--- src/rtl/alu_seq_pkg.sv ---
// alu_seq_pkg -- shared constants for the ALU sequencer.
//   ALU_*      : operation codes understood by the external ALU.
//   ALU_SEQ_*  : sequencer state encodings and the default settle time.
//   Helpers    : alu_is_legal() / alu_is_shift() classify an operation code.
// Optional feature macro used by alu_seq: ALU_SEQ_MULTISHIFT_EN.
package alu_seq_pkg;

  localparam logic [3:0] ALU_ADD = 4'h0;
  localparam logic [3:0] ALU_SUB = 4'h1;
  localparam logic [3:0] ALU_AND = 4'h2;
  localparam logic [3:0] ALU_OR  = 4'h3;
  localparam logic [3:0] ALU_XOR = 4'h4;
  localparam logic [3:0] ALU_SLL = 4'h5;
  localparam logic [3:0] ALU_SRL = 4'h6;
  localparam logic [3:0] ALU_SRA = 4'h7;

  localparam int ALU_SEQ_SETTLE_DEFAULT = 2;

  typedef enum logic [2:0] {
    ALU_SEQ_IDLE    = 3'd0,
    ALU_SEQ_ISSUE   = 3'd1,
    ALU_SEQ_CAPTURE = 3'd2,
    ALU_SEQ_RELEASE = 3'd3,
    ALU_SEQ_DONE    = 3'd4
  } alu_seq_state_e;

  function automatic logic alu_is_legal(input logic [3:0] code);
    logic ok;
    case (code)
      ALU_ADD, ALU_SUB, ALU_AND, ALU_OR,
      ALU_XOR, ALU_SLL, ALU_SRL, ALU_SRA: ok = 1'b1;
      default:                            ok = 1'b0;
    endcase
    return ok;
  endfunction

  function automatic logic alu_is_shift(input logic [3:0] code);
    logic sh;
    case (code)
      ALU_SLL, ALU_SRL, ALU_SRA: sh = 1'b1;
      default:                   sh = 1'b0;
    endcase
    return sh;
  endfunction

endpackage

--- src/rtl/alu_seq_if.sv ---
// alu_seq_if -- request/result bus plus ALU drive/return bus of alu_seq.
//   Request side : iREQ, iCTRL, iCOUNT, iA, iB   -> sequencer
//   Result side  : oBUSY, oDONE, oERR, oRES, oNEG, oALL_ZEROn, oANY_POS
//   ALU drive    : oALU_ENABLE, oALU_CTRL, oALU_OP1, oALU_OP2
//   ALU return   : iALU_RES, iALU_NEG, iALU_ALL_ZEROn, iALU_ANY_POS
// Modport slave is the sequencer's view; master is the surrounding system
// (requester plus ALU).
interface alu_seq_if;
  logic        iREQ;
  logic [3:0]  iCTRL;
  logic [3:0]  iCOUNT;
  logic [11:0] iA;
  logic [11:0] iB;
  logic        oBUSY;
  logic        oDONE;
  logic        oERR;
  logic [11:0] oRES;
  logic        oNEG;
  logic        oALL_ZEROn;
  logic        oANY_POS;
  logic        oALU_ENABLE;
  logic [3:0]  oALU_CTRL;
  logic [11:0] oALU_OP1;
  logic [11:0] oALU_OP2;
  logic [11:0] iALU_RES;
  logic        iALU_NEG;
  logic        iALU_ALL_ZEROn;
  logic        iALU_ANY_POS;

  modport slave (
    input  iREQ, iCTRL, iCOUNT, iA, iB,
    input  iALU_RES, iALU_NEG, iALU_ALL_ZEROn, iALU_ANY_POS,
    output oBUSY, oDONE, oERR, oRES, oNEG, oALL_ZEROn, oANY_POS,
    output oALU_ENABLE, oALU_CTRL, oALU_OP1, oALU_OP2
  );

  modport master (
    output iREQ, iCTRL, iCOUNT, iA, iB,
    output iALU_RES, iALU_NEG, iALU_ALL_ZEROn, iALU_ANY_POS,
    input  oBUSY, oDONE, oERR, oRES, oNEG, oALL_ZEROn, oANY_POS,
    input  oALU_ENABLE, oALU_CTRL, oALU_OP1, oALU_OP2
  );
endinterface

--- src/rtl/alu_seq.sv ---
// alu_seq -- sequencer that drives an external multi-cycle ALU.
// A request is accepted in IDLE; the ALU is enabled for SETTLE cycles
// (ISSUE) plus one CAPTURE cycle, the result is registered, the enable is
// dropped for one RELEASE cycle, and after the last iteration DONE pulses
// oDONE and publishes oRES. Flags follow the ALU only for ALU_SUB. Illegal
// codes skip the ALU and finish with oERR.
// Ports: iCLK, iRESET (sync, active-high), bus (alu_seq_if.slave).
// Parameter: SETTLE (1..15) ALU settle cycles per iteration.
// Optional: `define ALU_SEQ_MULTISHIFT_EN to let shifts repeat iCOUNT times,
// feeding each result back as the next OP2.
module alu_seq
  import alu_seq_pkg::*;
#(
  parameter int SETTLE = ALU_SEQ_SETTLE_DEFAULT
) (
  input logic       iCLK,
  input logic       iRESET,
  alu_seq_if.slave  bus
);

  localparam logic [3:0] SETTLE_LAST = 4'(SETTLE - 1);

  alu_seq_state_e state_q, state_d;
  logic [3:0]  settle_q, settle_d;
  logic [3:0]  iter_q, iter_d;      // iterations still to run after this one
  logic [3:0]  ctrl_q, ctrl_d;
  logic [11:0] op1_q, op1_d;
  logic [11:0] op2_q, op2_d;
  logic [11:0] work_q, work_d;
  logic        wneg_q, wneg_d;
  logic        wallzn_q, wallzn_d;
  logic        wanypos_q, wanypos_d;
  logic        busy_q, busy_d;
  logic        en_q, en_d;
  logic        done_q, done_d;
  logic        err_q, err_d;
  logic [11:0] res_q, res_d;
  logic        neg_q, neg_d;
  logic        allzn_q, allzn_d;
  logic        anypos_q, anypos_d;
  logic        enter_done_s;

  // Next-state, datapath and registered-output computation.
  always_comb begin
    state_d   = state_q;
    settle_d  = settle_q;
    iter_d    = iter_q;
    ctrl_d    = ctrl_q;
    op1_d     = op1_q;
    op2_d     = op2_q;
    work_d    = work_q;
    wneg_d    = wneg_q;
    wallzn_d  = wallzn_q;
    wanypos_d = wanypos_q;

    case (state_q)
      ALU_SEQ_IDLE: begin
        if (bus.iREQ) begin
          ctrl_d   = bus.iCTRL;
          op1_d    = bus.iA;
          op2_d    = bus.iB;
          work_d   = bus.iB;   // zero-iteration shifts publish iB unchanged
          settle_d = SETTLE_LAST;
          iter_d   = 4'd0;
          if (!alu_is_legal(bus.iCTRL)) begin
            state_d = ALU_SEQ_DONE;
          end else begin
`ifdef ALU_SEQ_MULTISHIFT_EN
            if (alu_is_shift(bus.iCTRL)) begin
              if (bus.iCOUNT == 4'd0) begin
                state_d = ALU_SEQ_DONE;
              end else begin
                iter_d  = bus.iCOUNT - 4'd1;
                state_d = ALU_SEQ_ISSUE;
              end
            end else begin
              state_d = ALU_SEQ_ISSUE;
            end
`else
            state_d = ALU_SEQ_ISSUE;
`endif
          end
        end else begin
          state_d = ALU_SEQ_IDLE;
        end
      end
      ALU_SEQ_ISSUE: begin
        if (settle_q == 4'd0) begin
          state_d = ALU_SEQ_CAPTURE;
        end else begin
          settle_d = settle_q - 4'd1;
        end
      end
      ALU_SEQ_CAPTURE: begin
        work_d = bus.iALU_RES;
        if (ctrl_q == ALU_SUB) begin
          wneg_d    = bus.iALU_NEG;
          wallzn_d  = bus.iALU_ALL_ZEROn;
          wanypos_d = bus.iALU_ANY_POS;
        end else begin
          wneg_d    = wneg_q;
        end
`ifdef ALU_SEQ_MULTISHIFT_EN
        // Repeated shifts operate on the previous iteration's result.
        if (alu_is_shift(ctrl_q)) begin
          op2_d = bus.iALU_RES;
        end else begin
          op2_d = op2_q;
        end
`endif
        state_d = ALU_SEQ_RELEASE;
      end
      ALU_SEQ_RELEASE: begin
        if (iter_q == 4'd0) begin
          state_d = ALU_SEQ_DONE;
        end else begin
          iter_d   = iter_q - 4'd1;
          settle_d = SETTLE_LAST;
          state_d  = ALU_SEQ_ISSUE;
        end
      end
      ALU_SEQ_DONE: begin
        state_d = ALU_SEQ_IDLE;
      end
      default: begin
        state_d = ALU_SEQ_IDLE;
      end
    endcase

    // Outputs are registered so each one lines up with the state it belongs to.
    enter_done_s = (state_d == ALU_SEQ_DONE);
    busy_d   = (state_d != ALU_SEQ_IDLE);
    en_d     = (state_d == ALU_SEQ_ISSUE) || (state_d == ALU_SEQ_CAPTURE);
    done_d   = enter_done_s;
    err_d    = enter_done_s && !alu_is_legal(ctrl_d);
    res_d    = (enter_done_s && alu_is_legal(ctrl_d)) ? work_d : res_q;
    neg_d    = (enter_done_s && (ctrl_d == ALU_SUB)) ? wneg_d    : neg_q;
    allzn_d  = (enter_done_s && (ctrl_d == ALU_SUB)) ? wallzn_d  : allzn_q;
    anypos_d = (enter_done_s && (ctrl_d == ALU_SUB)) ? wanypos_d : anypos_q;
  end

  // State and output registers with synchronous reset.
  always_ff @(posedge iCLK) begin
    if (iRESET) begin
      state_q   <= ALU_SEQ_IDLE;
      settle_q  <= 4'd0;
      iter_q    <= 4'd0;
      ctrl_q    <= 4'd0;
      op1_q     <= 12'd0;
      op2_q     <= 12'd0;
      work_q    <= 12'd0;
      wneg_q    <= 1'b0;
      wallzn_q  <= 1'b1;
      wanypos_q <= 1'b0;
      busy_q    <= 1'b0;
      en_q      <= 1'b0;
      done_q    <= 1'b0;
      err_q     <= 1'b0;
      res_q     <= 12'd0;
      neg_q     <= 1'b0;
      allzn_q   <= 1'b1;
      anypos_q  <= 1'b0;
    end else begin
      state_q   <= state_d;
      settle_q  <= settle_d;
      iter_q    <= iter_d;
      ctrl_q    <= ctrl_d;
      op1_q     <= op1_d;
      op2_q     <= op2_d;
      work_q    <= work_d;
      wneg_q    <= wneg_d;
      wallzn_q  <= wallzn_d;
      wanypos_q <= wanypos_d;
      busy_q    <= busy_d;
      en_q      <= en_d;
      done_q    <= done_d;
      err_q     <= err_d;
      res_q     <= res_d;
      neg_q     <= neg_d;
      allzn_q   <= allzn_d;
      anypos_q  <= anypos_d;
    end
  end

  assign bus.oBUSY       = busy_q;
  assign bus.oDONE       = done_q;
  assign bus.oERR        = err_q;
  assign bus.oRES        = res_q;
  assign bus.oNEG        = neg_q;
  assign bus.oALL_ZEROn  = allzn_q;
  assign bus.oANY_POS    = anypos_q;
  assign bus.oALU_ENABLE = en_q;
  assign bus.oALU_CTRL   = ctrl_q;
  assign bus.oALU_OP1    = op1_q;
  assign bus.oALU_OP2    = op2_q;

endmodule
--- src/flat_wrapper.sv ---
// flat-port wrapper written by rule: the top's interface ports become plain ports
module alu_seq_flat import alu_seq_pkg::*;
#(
  parameter int SETTLE = ALU_SEQ_SETTLE_DEFAULT
)
  (iCLK, iRESET, bus_iREQ, bus_iCTRL, bus_iCOUNT, bus_iA, bus_iB, bus_iALU_RES, bus_iALU_NEG, bus_iALU_ALL_ZEROn, bus_iALU_ANY_POS, bus_oBUSY, bus_oDONE, bus_oERR, bus_oRES, bus_oNEG, bus_oALL_ZEROn, bus_oANY_POS, bus_oALU_ENABLE, bus_oALU_CTRL, bus_oALU_OP1, bus_oALU_OP2);
  alu_seq_if bus_i ();
  input logic iCLK;
  input logic iRESET;
  input wire logic [$bits(bus_i.iREQ)-1:0] bus_iREQ;
  input wire logic [$bits(bus_i.iCTRL)-1:0] bus_iCTRL;
  input wire logic [$bits(bus_i.iCOUNT)-1:0] bus_iCOUNT;
  input wire logic [$bits(bus_i.iA)-1:0] bus_iA;
  input wire logic [$bits(bus_i.iB)-1:0] bus_iB;
  input wire logic [$bits(bus_i.iALU_RES)-1:0] bus_iALU_RES;
  input wire logic [$bits(bus_i.iALU_NEG)-1:0] bus_iALU_NEG;
  input wire logic [$bits(bus_i.iALU_ALL_ZEROn)-1:0] bus_iALU_ALL_ZEROn;
  input wire logic [$bits(bus_i.iALU_ANY_POS)-1:0] bus_iALU_ANY_POS;
  output wire logic [$bits(bus_i.oBUSY)-1:0] bus_oBUSY;
  output wire logic [$bits(bus_i.oDONE)-1:0] bus_oDONE;
  output wire logic [$bits(bus_i.oERR)-1:0] bus_oERR;
  output wire logic [$bits(bus_i.oRES)-1:0] bus_oRES;
  output wire logic [$bits(bus_i.oNEG)-1:0] bus_oNEG;
  output wire logic [$bits(bus_i.oALL_ZEROn)-1:0] bus_oALL_ZEROn;
  output wire logic [$bits(bus_i.oANY_POS)-1:0] bus_oANY_POS;
  output wire logic [$bits(bus_i.oALU_ENABLE)-1:0] bus_oALU_ENABLE;
  output wire logic [$bits(bus_i.oALU_CTRL)-1:0] bus_oALU_CTRL;
  output wire logic [$bits(bus_i.oALU_OP1)-1:0] bus_oALU_OP1;
  output wire logic [$bits(bus_i.oALU_OP2)-1:0] bus_oALU_OP2;
  assign bus_i.iREQ = bus_iREQ;
  assign bus_i.iCTRL = bus_iCTRL;
  assign bus_i.iCOUNT = bus_iCOUNT;
  assign bus_i.iA = bus_iA;
  assign bus_i.iB = bus_iB;
  assign bus_i.iALU_RES = bus_iALU_RES;
  assign bus_i.iALU_NEG = bus_iALU_NEG;
  assign bus_i.iALU_ALL_ZEROn = bus_iALU_ALL_ZEROn;
  assign bus_i.iALU_ANY_POS = bus_iALU_ANY_POS;
  assign bus_oBUSY = bus_i.oBUSY;
  assign bus_oDONE = bus_i.oDONE;
  assign bus_oERR = bus_i.oERR;
  assign bus_oRES = bus_i.oRES;
  assign bus_oNEG = bus_i.oNEG;
  assign bus_oALL_ZEROn = bus_i.oALL_ZEROn;
  assign bus_oANY_POS = bus_i.oANY_POS;
  assign bus_oALU_ENABLE = bus_i.oALU_ENABLE;
  assign bus_oALU_CTRL = bus_i.oALU_CTRL;
  assign bus_oALU_OP1 = bus_i.oALU_OP1;
  assign bus_oALU_OP2 = bus_i.oALU_OP2;
  alu_seq #(.SETTLE(SETTLE)) u_core (.iCLK(iCLK), .iRESET(iRESET), .bus(bus_i));
endmodule
--- config.mk ---
export PLATFORM = sky130hd
export DESIGN_NAME = alu_seq_flat
export DESIGN_NICKNAME = d
export VERILOG_FILES = /design/src/rtl/alu_seq_pkg.sv /design/src/rtl/alu_seq_if.sv /design/src/rtl/alu_seq.sv /design/src/flat_wrapper.sv
export SDC_FILE = /design/constraint.sdc
export NUM_CORES = 1
export LEC_CHECK = 0
export CAP_MARGIN = 25
export CORE_MARGIN = 4
export CORE_UTILIZATION = 30
export DETAILED_ROUTE_END_ITERATION = 16
export GPL_TIMING_DRIVEN = 0
export HOLD_SLACK_MARGIN = 0.12
export PLACE_DENSITY_LB_ADDON = 0.05
export REMOVE_ABC_BUFFERS = 1
export SETUP_SLACK_MARGIN = 0.02
export SYNTH_ARGS = -nofsm -noshare
export SYNTH_HDL_FRONTEND = slang
export SYNTH_SLANG_ARGS = --single-unit
--- constraint.sdc ---
create_clock -name iCLK -period 2 [get_ports iCLK]
set_clock_uncertainty 0.15 [all_clocks]
set_input_delay 0.4 -clock iCLK [delete_from_list [all_inputs] [get_ports iCLK]]
set_output_delay 0.4 -clock iCLK [all_outputs]
set_load 0.1 [all_outputs]
==> impl_metrics.json, run 1 <==
{
  "fin_crit_ns": 1.915,
  "cts.clk_slew.worst_paths_ns": 0.08,
  "crit_slowest_cell": "or4_4",
  "end_kind": "register",
  "nets": 471,
  "final_cell_area_mm2": 0.004410,
  "startpoint_type": "register",
  "combPwrFrac_pct": 31.9,
  "seqPwrFrac_pct": 38.9,
  "p_leak_nw": 1.633,
  "insertion_delay_ns": 0.34,
  "cp_top_family": "simple AND/OR/NAND/NOR gates",
  "synth_seq_cells": 73,
  "ir_drop_mv": 0.3886,
  "grt_setup_unrepaired": "yes",
  "status": "finished clean",
  "power.total_mw": 4.261,
  "synth.distinct_cells": 41,
  "p_per_area_mw_per_mm2": 966.1,
  "postLayoutCoreUtil_pct": 47.51,
  "grt_usage_pct": 14.34,
  "cts_htree_levels": 3,
  "fmax_mhz": 522.2,
  "switching_share_pct": 35.59,
  "cts_tree": "done",
  "drt_iter0_drc": 120,
  "vias": 2628,
  "ios": 97,
  "critPathKind": "register to register",
  "dieHeight_um": 106.1,
  "die_x_um": 106.1,
  "hold_violations": 0,
  "wl_um": 8124,
  "area_growth_pct": 52.80,
  "synth_edf_count": 0,
  "cp.required_ns": 2.13,
  "fin_setup_tns_ns": 0,
  "grt-ovfl-total": 0,
  "worstPathMaxFanout": 9,
  "fillerInstances": 910,
  "yosys-top-cells-area": "dfxtp_1, a21oi_1, nand2_1, a222oi_1, a211oi_2",
  "cts_root_buffer": "clkbuf_8",
  "synthFlopType": "dfxtp_1",
  "port-buffer-count": 92,
  "syn_area_per_cell_um2": 9.049,
  "p_sw_mw": 1.516,
  "grt_pass1_wl_um": 12850,
  "ys_warn_count": 0,
  "multiInputGateArea_mm2": 0.001335,
  "dr.pass1.iters": 5,
  "clock_power_share_pct": 29.2,
  "synth_top_area_cell": "dfxtp_1",
  "ant_nets": 0,
  "coreArea_mm2": 0.009284,
  "min_period_over_period_pct": 95.74,
  "async_flop_share_pct": 0,
  "clock-sinks": 73,
  "crit_buf_inv": 2,
  "synthCells": 319,
  "hold_path.class": "register to register",
  "final-max-slew-violation-count": 0,
  "grt_max_degree": 37,
  "p_int_mw": 2.745,
  "drive_gt1_share_pct": 25.59,
  "cts_buffer_depth": 2,
  "seqCellArea_mm2": 0.001474,
  "via_per_inst": 4.770,
  "tightest_slew_ns": 0.6925,
  "syn_area_mm2": 0.002887,
  "place_congestion": 0.7210,
  "regToRegSetupSlack_ns": 0.09,
  "setup_viol": 0,
  "fin_ws_ns": 0.08516,
  "numCtsBuffers": 9,
  "synth_seq_area_share_pct": 50.63,
  "drcViolationCount": 0,
  "relSlewSlack_pct": 53.83,
  "dpl.hpwl_um": 5511,
  "dieArea_mm2": 0.01126,
  "max_stage_delay_ns": 0.51,
  "place_area_mm2": 0.003978,
  "num_antenna_cells": 0,
  "grt_pass1_vias": 2494,
  "rows": 35,
  "antenna_found_initial": 0,
  "place_ws_ns": -1.306,
  "cp_cell_sequence": "inv_1 > ha_1 > or3b_4 > nor2_4 > buf_4 > or4_4 > a21oi_2",
  "cp.arrival_ns": 2.05,
  "max_cap_viol_count": 0,
  "start_util_pct": 31.09,
  "post_drt_wl_per_cell_um": 14.74,
  "synth_top_area_share_pct": 50.63
}
-- logic make-up (layout without fill, tap and decap cells) --
group / Yosys count / count (layout) / synth area share [%]
compound gates: 95 / 95 / 22.15
fa+ha+maj: 3 / 3 / 1.301
buf+inv: 29 / 131 / 4.725
flops: 73 / 73 / 50.63
mux: 5 / 5 / 2.211
simple gates: 114 / 115 / 18.99
-- registers in the layout (all words and copies together), names as in the netlist --
name,count
u_core.bus.oALU_OP1,12
u_core.bus.oALU_OP2,12
u_core.bus.oRES,12
u_core.work_q,12
u_core.bus.oALU_CTRL,4
u_core.iter_q,4
u_core.settle_q,4
u_core.state_q,3
u_core.bus.oALL_ZEROn,1
u_core.bus.oALU_ENABLE,1
u_core.bus.oANY_POS,1
u_core.bus.oBUSY,1
u_core.bus.oDONE,1
u_core.bus.oERR,1
u_core.bus.oNEG,1
u_core.wallzn_q,1
u_core.wanypos_q,1
u_core.wneg_q,1
-- through the flow --
stage	instances	hold WS, ns
after floorplan	295	0.2832
after global placement	516	0.2912
after detailed placement	523	0.2974
after CTS	545	0.3087
after global routing	551	0.3248
final	551	0.3053
-- synthesized netlist by cell type, types with 3 or more instances --
library cell,n
mux2i_1,3
ha_1,3
nand2b_1,4
a222oi_1,12
nand2_1,59
a21o_1,3
a21oi_1,52
inv_1,5
nor2_1,25
clkbuf_1,16
a211oi_1,7
or4_1,3
nor4_1,3
o21ai_0,6
buf_6,3
buf_2,4
dfxtp_1,73
a211oi_2,8
-- per-layer routing --
metal | track usage, % | wire length (µm) | up-vias
met1 | 18.81 | 3875 | 1215
met2 | 22.27 | 3686 | 67
li1 | - | - | 1339
met5 | 0 | 0 | -
met3 | 5.100 | 490 | 7
met4 | 4.070 | 72 | 0
-- area by class of cell --
cell class	count	share of cell area, %
sequential	73	33.42
multi-input combinational	218	30.27
timing repair buffer	111	27.49
tap	129	3.660
clock buffer	10	2.894
clock inverter	5	1.844
inverter	5	0.4255
-- power groups by stage --
stage / sequential (mW) / combinational, mW / clock, mW
6_report: 1.66 / 1.36 / 1.24
5_1_grt: 1.67 / 1.45 / 1.36
4_1_cts: 1.66 / 1.32 / 1.28
3_5_place_dp: 1.69 / 1.29 / 0
3_3_place_gp: 1.69 / 1.22 / 0
2_1_floorplan: 2.15 / 0.382 / 0
-- worst paths after layout --
| check | start | to | depth (start not counted) |
|---|---|---|---|
| worst max-delay path | u_core.iter_q[1] | u_core.settle_q[2] | 7 |
| worst min-delay path | u_core.bus.oALU_OP2[8] | u_core.bus.oALU_OP2[8] | 2 |
| worst max register to register | u_core.iter_q[1] | u_core.settle_q[2] | 7 |
| worst min register to register | u_core.bus.oALU_OP2[8] | u_core.bus.oALU_OP2[8] | 2 |
-- cell usage in the layout (no fill, tap or decap), types with 2 or more instances in the layout --
cell	instances
dfxtp_1	69
nand2_1	59
a21oi_1	50
clkdlybuf4s15_2	47
clkdlybuf4s50_1	43
nor2_1	24
a222oi_1	12
buf_4	11
clkbuf_8	9
a211oi_2	8
a211oi_1	7
inv_1	5
o21ai_0	5
nand2b_1	4
mux2i_1	3
a21o_1	3
nor4_1	3
ha_1	3
buf_8	3
dfxtp_4	3
nor4b_1	2
and2_1	2
and2_4	2
nor2b_1	2
or3_1	2
o31ai_1	2
a21oi_2	2
or4_1	2
bufinv_16	2
buf_16	2
-- worst register-to-register path, cell delays in order (launching register included) --
cell and delay, ns:
dfxtp_1 0.35, inv_1 0.05, ha_1 0.19, or3b_4 0.27, nor2_4 0.05, buf_4 0.17, or4_4 0.51, a21oi_2 0.12
-- timing repair --
action	4_1_cts	5_1_grt
hold endpoints to repair	0	0
setup buffers	6	5
endpoints found under the setup margin	111	24
pin swaps	2	14
hold buffers	0	0
cloned	1	1
gates resized for setup	152	8
Power figures use the tool's default switching activity.
==> inputs of run 2 (changes only) <==
--- a/config.mk
+++ b/config.mk
@@ -8,6 +8,7 @@
 export CAP_MARGIN = 25
 export CORE_MARGIN = 4
 export CORE_UTILIZATION = 30
+export CTS_CLUSTER_SIZE = 14
 export DETAILED_ROUTE_END_ITERATION = 16
 export GPL_TIMING_DRIVEN = 0
 export HOLD_SLACK_MARGIN = 0.12
==> results of run 2 <==
No change in the layout: final DEF, timing and power equal those of run 1.
==> inputs of run 3 (changes only) <==
--- a/config.mk
+++ b/config.mk
@@ -12,7 +12,7 @@
 export DETAILED_ROUTE_END_ITERATION = 16
 export GPL_TIMING_DRIVEN = 0
 export HOLD_SLACK_MARGIN = 0.12
-export PLACE_DENSITY_LB_ADDON = 0.05
+export PLACE_DENSITY = 0.56
 export REMOVE_ABC_BUFFERS = 1
 export SETUP_SLACK_MARGIN = 0.02
 export SYNTH_ARGS = -nofsm -noshare
==> impl_metrics.json, run 3 (synthesis gave the netlist of run 1 again) <==
{
  "holdPathStages": 2,
  "fmax_mhz": 524.7,
  "cts.clk_slew.worst_paths_ns": 0.08,
  "tightest_slew_ns": 0.6132,
  "rows": 35,
  "crit_slowest_cell": "or4b_2",
  "cts_buffer_depth": 2,
  "hold_violations": 0,
  "regToRegSetupSlack_ns": 0.09,
  "met2_length_um": 4087,
  "crit_buf_inv": 1,
  "seqCellArea_mm2": 0.001474,
  "cp-startpoint": "u_core.iter_q[1]",
  "die_x_um": 106.1,
  "hold_path.class": "register to register",
  "ios": 97,
  "grt_pass1_vias": 2622,
  "dr.pass1.iters": 5,
  "cts_root_buffer": "clkbuf_8",
  "area_growth_pct": 55.61,
  "final-max-slew-violation-count": 0,
  "coreArea_mm2": 0.009284,
  "dieHeight_um": 106.1,
  "max_cap_viol_count": 0,
  "fin_crit_ns": 1.906,
  "drive_gt1_share_pct": 28.47,
  "wl_um": 8230,
  "startpoint_type": "register",
  "postLayoutCoreUtil_pct": 48.38,
  "cts_tree": "done",
  "min_period_over_period_pct": 95.29,
  "antenna_found_initial": 0,
  "ir_drop_mv": 0.4674,
  "fillerInstances": 913,
  "max_stage_delay_ns": 0.62,
  "ant_nets": 0,
  "relSlewSlack_pct": 59.12,
  "dpl.hpwl_um": 5405,
  "top_layer": "met4",
  "dieArea_mm2": 0.01126,
  "fin_ws_ns": 0.09428,
  "numCtsBuffers": 9,
  "insertion_delay_ns": 0.34,
  "p_per_area_mw_per_mm2": 944.0,
  "start_util_pct": 31.09,
  "end_kind": "register",
  "grt_pass1_wl_um": 13270,
  "grt-ovfl-total": 0,
  "place_congestion": 0.7311,
  "wl_met3_um": 519,
  "ff2ff_path_depth": 6,
  "grt_usage_pct": 14.56,
  "worstReg2RegStart": "u_core.iter_q[1]",
  "cp.required_ns": 2.14,
  "final_common_cell": "dfxtp_1",
  "nets": 480,
  "cp.arrival_ns": 2.04,
  "final_cell_mix": "dfxtp_1, nand2_1, a21oi_1",
  "cts_htree_levels": 3,
  "multiInputGateArea_mm2": 0.001373,
  "wl_met1_um": 3561,
  "vias": 2693,
  "min-delay-start": "u_core.bus.oALU_OP1[4]",
  "post_drt_wl_per_cell_um": 14.67,
  "grt_setup_unrepaired": "yes",
  "min_delay_worst_endpoint": "u_core.bus.oALU_OP1[4]",
  "cp_cell_sequence": "inv_2 > ha_4 > or3b_4 > a21oi_2 > or4b_2 > nand2_1",
  "drcViolationCount": 0,
  "whs_ns": 0.3062,
  "worstPathMaxFanout": 5,
  "port-buffer-count": 92,
  "rr_endpoint": "u_core.iter_q[2]",
  "via_per_inst": 4.800,
  "p_leak_nw": 1.661,
  "grt_max_degree": 40,
  "num_antenna_cells": 0,
  "crit_cells": 6,
  "clock-sinks": 73,
  "drt_iter0_drc": 158,
  "status": "finished clean",
  "critPathKind": "register to register",
  "setup_viol": 0,
  "place_ws_ns": -1.186,
  "cp_top_family": "simple AND/OR/NAND/NOR gates"
}
-- run 3: layout make-up --
cell class	instances	share of cell area, %
Tap cell	129	3.593
Timing Repair Buffer	119	27.86
Multi-Input combinational cell	219	30.56
Clock inverter	5	1.393
Clock buffer	11	3.370
Inverter	5	0.4178
Sequential cell	73	32.81
-- run 3: report_power, final --
group	internal (mW)	switching [mW]	total, mW	leakage (nW)
Clock	0.651	0.572	1.22	0.102
Combinational	0.465	0.901	1.37	0.960
Sequential	1.58	0.0741	1.65	0.599
Total	2.69	1.55	4.24	1.66
-- run 3: worst max-delay path by stage --
stage / end / slack [ns]
after global placement: u_core.iter_q[2] / -2.01
after detailed placement: u_core.bus.oRES[0] / -1.19
after floorplan: u_core.iter_q[2] / -0.70
final: u_core.iter_q[2] / 0.09
after global routing: u_core.bus.oRES[9] / 0.02
after CTS: u_core.bus.oRES[9] / 0.02
-- run 3: worst register-to-register path, stage by stage (launching register included) --
cell and delay, ns:
dfxtp_1 0.38, inv_2 0.06, ha_4 0.16, or3b_4 0.29
a21oi_2 0.10, or4b_2 0.62, nand2_1 0.08
-- run 3: metal layers --
layer | up-vias | track usage [%]
met5 | - | 0
met4 | 0 | 2.775
met3 | 7 | 5.222
met2 | 72 | 25.09
met1 | 1259 | 17.57
li1 | 1355 | -
-- run 3: metrics by stage --
step           power, mW  setup TNS [ns]  cells  cell area (µm²)
4_1_cts            4.255               0    550             4350
2_1_floorplan      2.533          -15.97    295             2769
6_report           4.240               0    561             4492
3_3_place_gp       2.897         -108.54    516             3851
5_1_grt            4.462               0    561             4492
3_5_place_dp       2.963          -38.86    522             3950
-- run 3: what timing repair did --
item	in CTS	in global routing
resized for setup	154	15
pin swaps	1	5
hold buffers	0	0
setup endpoints to repair	103	21
gates cloned	3	0
setup buffers	9	11
